--- src/rtl/div_meas.sv ---
// Measures period and high time of a slow, asynchronous divided clock in units of clk
// cycles, and flags lock (stable repeated measurements) and loss of edges (timeout).
module div_meas #(
    parameter int CNT_W  = 8,
    parameter int LOCK_N = 2
) (
    input  logic             clk,
    input  logic             rst,
    input  logic             clk_in,
    input  logic             en,
    output logic [CNT_W-1:0] period,
    output logic [CNT_W-1:0] high_cnt,
    output logic             meas_valid,
    output logic             locked,
    output logic             timeout
);

    typedef enum logic [1:0] {
        IDLE      = 2'd0,
        WAIT_RISE = 2'd1,
        MEAS_HIGH = 2'd2,
        MEAS_LOW  = 2'd3
    } state_t;

    localparam logic [CNT_W-1:0] CNT_MAX  = {CNT_W{1'b1}};
    localparam logic [CNT_W-1:0] CNT_ONE  = {{(CNT_W-1){1'b0}}, 1'b1};
    localparam logic [3:0]       LOCK_MAX = 4'(LOCK_N);

    state_t           state_q, state_d;
    logic             s1_q, s2_q, s3_q;
    logic [CNT_W-1:0] cnt_q, cnt_d;
    logic [CNT_W-1:0] h_lat_q, h_lat_d;
    logic [CNT_W-1:0] period_q, period_d;
    logic [CNT_W-1:0] high_q, high_d;
    logic             valid_q, valid_d;
    logic             locked_q, locked_d;
    logic             timeout_q, timeout_d;
    logic [3:0]       lock_cnt_q, lock_cnt_d;

    logic             rise, fall;
    logic [CNT_W-1:0] cnt_inc;
    logic             pair_same;
    logic             cnt_full;

    assign rise      = s2_q & ~s3_q;
    assign fall      = ~s2_q & s3_q;
    assign cnt_full  = (cnt_q == CNT_MAX);
    // Saturating increment: the counter must never wrap back to a small value.
    assign cnt_inc   = cnt_full ? cnt_q : cnt_q + 1'b1;
    assign pair_same = (cnt_q == period_q) && (h_lat_q == high_q);

    always_comb begin
        state_d    = state_q;
        cnt_d      = cnt_q;
        h_lat_d    = h_lat_q;
        period_d   = period_q;
        high_d     = high_q;
        valid_d    = 1'b0;
        locked_d   = locked_q;
        timeout_d  = timeout_q;
        lock_cnt_d = lock_cnt_q;

        if (!en) begin
            // Disabling abandons any measurement in flight but keeps the last result.
            state_d    = IDLE;
            cnt_d      = '0;
            locked_d   = 1'b0;
            lock_cnt_d = '0;
            timeout_d  = 1'b0;
        end else begin
            case (state_q)
                IDLE: begin
                    state_d = WAIT_RISE;
                end
                WAIT_RISE: begin
                    if (rise) begin
                        state_d = MEAS_HIGH;
                        cnt_d   = CNT_ONE;
                    end
                end
                MEAS_HIGH: begin
                    if (fall) begin
                        state_d = MEAS_LOW;
                        h_lat_d = cnt_q;
                        cnt_d   = cnt_inc;
                    end else if (cnt_full) begin
                        state_d    = WAIT_RISE;
                        cnt_d      = '0;
                        timeout_d  = 1'b1;
                        locked_d   = 1'b0;
                        lock_cnt_d = '0;
                    end else begin
                        cnt_d = cnt_inc;
                    end
                end
                MEAS_LOW: begin
                    if (rise) begin
                        state_d  = MEAS_HIGH;
                        cnt_d    = CNT_ONE;
                        period_d = cnt_q;
                        high_d   = h_lat_q;
                        valid_d  = 1'b1;
                        if (pair_same)
                            lock_cnt_d = (lock_cnt_q >= LOCK_MAX) ? LOCK_MAX : lock_cnt_q + 4'd1;
                        else
                            lock_cnt_d = 4'd1;
                        locked_d = (lock_cnt_d >= LOCK_MAX);
                    end else if (cnt_full) begin
                        state_d    = WAIT_RISE;
                        cnt_d      = '0;
                        timeout_d  = 1'b1;
                        locked_d   = 1'b0;
                        lock_cnt_d = '0;
                    end else begin
                        cnt_d = cnt_inc;
                    end
                end
                default: state_d = IDLE;
            endcase
        end
    end

    always_ff @(posedge clk) begin
        if (rst) begin
            state_q    <= IDLE;
            s1_q       <= 1'b0;
            s2_q       <= 1'b0;
            s3_q       <= 1'b0;
            cnt_q      <= '0;
            h_lat_q    <= '0;
            period_q   <= '0;
            high_q     <= '0;
            valid_q    <= 1'b0;
            locked_q   <= 1'b0;
            timeout_q  <= 1'b0;
            lock_cnt_q <= '0;
        end else begin
            state_q    <= state_d;
            s1_q       <= clk_in;
            s2_q       <= s1_q;
            s3_q       <= s2_q;
            cnt_q      <= cnt_d;
            h_lat_q    <= h_lat_d;
            period_q   <= period_d;
            high_q     <= high_d;
            valid_q    <= valid_d;
            locked_q   <= locked_d;
            timeout_q  <= timeout_d;
            lock_cnt_q <= lock_cnt_d;
        end
    end

    assign period     = period_q;
    assign high_cnt   = high_q;
    assign meas_valid = valid_q;
    assign locked     = locked_q;
    assign timeout    = timeout_q;

endmodule

--- config.mk ---
export PLATFORM = sky130hd
export DESIGN_NAME = div_meas
export DESIGN_NICKNAME = d
export VERILOG_FILES = /design/src/rtl/div_meas.sv
export SDC_FILE = /design/constraint.sdc
export NUM_CORES = 1
export LEC_CHECK = 0
export CAP_MARGIN = 40
export CORE_UTILIZATION = 40
export CTS_CLUSTER_DIAMETER = 80
export DETAILED_ROUTE_END_ITERATION = 8
export GPL_ROUTABILITY_DRIVEN = 0
export SYNTH_ARGS = -nofsm -noshare
export SYNTH_HDL_FRONTEND = slang
export SYNTH_SLANG_ARGS = --single-unit
export TNS_END_PERCENT = 50
--- constraint.sdc ---
create_clock -name clk -period 2.39 [get_ports clk]
set_input_delay 0.478 -clock clk [delete_from_list [all_inputs] [get_ports clk]]
set_output_delay 0.478 -clock clk [all_outputs]
set_load 0.05 [all_outputs]
==> results_dict.tcl <==
set metrics [dict create \
    run_status "complete, no violations" \
    critPathTopFamily "buffers and inverters" \
    drcViolationCount 0 \
    n_fill_cell 488 \
    leakagePower_nw 0.929 \
    portBuffers 22 \
    fin_setup_tns_ns 0 \
    cp-end-kind "output pin" \
    final_common_cell "dfxtp_1" \
    holdPathEnd "s2_q$_SDFF_PP0_" \
    cp_slowest_cell "clkdlybuf4s50_1" \
    rr_startpoint "cnt_q[1]$_SDFFE_PP0P_" \
    yosysSeqAreaShare_pct 43.5 \
    cts_hold_buffers 0 \
    synth.largest_area_cell "dfxtp_1" \
    hold_start "s1_q$_SDFF_PP0_" \
    path_class "register to output pin" \
    start_util_pct 42.4 \
    dp_hpwl_um 3170 \
    fin_crit_sh_pct 83.1 \
    cts_buffers 5 \
    synth_top_flop_cell "dfxtp_1" \
    max_stage_delay_ns 0.83 \
    fmax_mhz 504 \
    area_growth_pct 19.8 \
    maxSlewHeadroom_pct 66.4 \
    grtUsageTotal_pct 18.9 \
    reg2reg_slack_ns 0.66 \
    ys_types 41 \
    maxSlewViolCount 0 \
    startpoint "high_cnt[3]$_SDFFE_PP0P_" \
    cts_tree "built" \
    worst_r2r_endpoint "lock_cnt_q[0]$_SDFFE_PP0P_" \
    wl_um 4490 \
    cp_max_fo 3 \
    vdd_drop_max_mv 0.288 \
    grt_max_degree 29 \
    first_global_vias 1549 \
    min_period_ns 1.99 \
    dr_total_vias 1710 \
    hold_path.class "register to register" \
    io_pins 23 \
    synth-edff-count 0 \
    firstDrtPassIters 4 \
    cts_sinks 44 \
    grt_setup_unrepaired "false" \
    clk_latency_ns 0.29 \
    finish.utilization_pct 50.7 \
    cap_viol_max_count 0 \
    finalHoldViolations 0 \
    die_w_um 73.2 \
    mostFrequentLayoutCells "44 x dfxtp_1, 33 x nand2_1, 28 x a21oi_1" \
    ys_warn_count 0 \
    syn_area_per_cell_um2 8.52 \
    critPathRequiredTime_ns 1.91 \
    crit_arrival_ns 1.51 \
    synthesis.instances 238 \
    post-route-cell-area_um2 2430 \
    wire_per_inst_um 13.7 \
    grt_antenna_before_repair 0 \
    nNetsFinal 268 \
    synthTopCellsByArea "dfxtp_1 43%, xor2_1 7.8%, a21oi_1 6.9%" \
    power.density_nw_per_um2 546 \
    core_um2 4790 \
    min_path_cells 1 \
    setup_violations 0 \
    avgViaCountPerCell 5.21 \
    post_dp_cell_area_um2 2320 \
    worstPathCellList "clkdlybuf4s50_1" \
    drive_above_1_share_pct 8.81 \
    cts_resized 0 \
    synth_top_area_share_pct 43.5 \
    cts_setup_buffers 0 \
    antenna_left 0 \
    synth_area_um2 2030 \
    die_area_um2 5360 \
    path_clk_slew_ns 0.08 \
    drtIter0Drc 90 \
    synthesis.nets 246 \
    path_buf_inv 1 \
    synthArstFlopShare_pct 0 \
    critPathLaunchType "register" \
    r2r_cells 6 \
    synth-seq-cells 44 \
    die_y_um 73.2 \
    gr-total-overflow 0 \
    ctsLongestPathBuffers 2 \
    tightest_slew_ns 0.502 \
    clock_skew_ns 0.00757 \
    n_antenna_cell 0 \
    ctsHtreeMaxLevel 2 \
    rows 25 \
    root_buffer "clkbuf_8" \
    grt_pass1_wl_um 7610 \
]
## flip-flops by register name, indices dropped and copies added, names as in the netlist
register    flops
state_q         2
h_lat_q         8
s1_q            1
lock_cnt_q      4
high_cnt        8
locked          1
cnt_q           8
s2_q            1
s3_q            1
meas_valid      1
period          8
timeout         1
## cells in the mapped netlist, types with 2 or more instances
cell / instances
a21oi_1: 28
o21ai_0: 26
nor4_1: 5
nand2b_1: 2
clkbuf_1: 6
nand4_1: 3
nand2_1: 33
dfxtp_1: 44
xor2_1: 18
nor2_1: 10
ha_1: 4
inv_1: 3
and3_1: 4
mux2i_1: 2
buf_2: 8
buf_4: 2
nand3_1: 14
nor2b_1: 3
## per-layer routing
layer	vias to the layer above	global-route usage [%]	wire length, um
met4	0	6.75	52
met5	-	0	0
li1	879	-	-
met3	4	5.11	236
met2	41	26.4	1900
met1	786	27.6	2300
## report_power, final
group | switching [mW] | internal (mW)
sequential | 0.00271 | 0.736
clock | 0.243 | 0.310
combinational | 0.0222 | 0.0137
## worst max-delay path by stage
| stage | to | cells after the start |
|---|---|---|
| floorplan | lock_cnt_q[0]$_SDFFE_PP0P_ | 5 |
| global placement | period[0]$_SDFFE_PP0P_ | 5 |
| detailed placement | period[0]$_SDFFE_PP0P_ | 5 |
| CTS | high_cnt[3] | 1 |
| global route | period[7] | 1 |
| finish | high_cnt[3] | 1 |
## layout make-up
| type | instances | area [um^2] | area share [%] |
|---|---|---|---|
| flip-flops and latches | 44 | 881 | 36.3 |
| multi-input cells | 175 | 1060 | 43.5 |
| well taps | 67 | 83.8 | 3.45 |
| clock buffers | 6 | 72.6 | 2.99 |
| repair buffers | 31 | 288 | 11.8 |
| inverters | 3 | 11.3 | 0.464 |
| clock inverters | 2 | 35.0 | 1.44 |
## kinds of logic after synthesis
logic type,after synthesis,share of synthesized area (%)
simple gates,83,21.2
compound gates,68,19.8
flops,44,43.5
buf+inv,19,4.38
xor+xnor,18,7.78
fa+ha+maj,4,2.47
mux,2,0.988
## stage by stage
| step | instances | power [mW] | hold slack [ns] | setup slack [ns] |
|---|---|---|---|---|
| 2_1_floorplan | 238 | 0.778 | 0.414 | 0.858 |
| 3_5_place_dp | 320 | 0.792 | 0.432 | 0.442 |
| 6_report | 328 | 1.33 | 0.453 | 0.404 |
| 5_1_grt | 328 | 1.38 | 0.469 | 0.335 |
| 4_1_cts | 328 | 1.34 | 0.456 | 0.390 |
| 3_3_place_gp | 320 | 0.792 | 0.418 | 0.431 |
No activity file was read; power rests on OpenSTA's default activity.
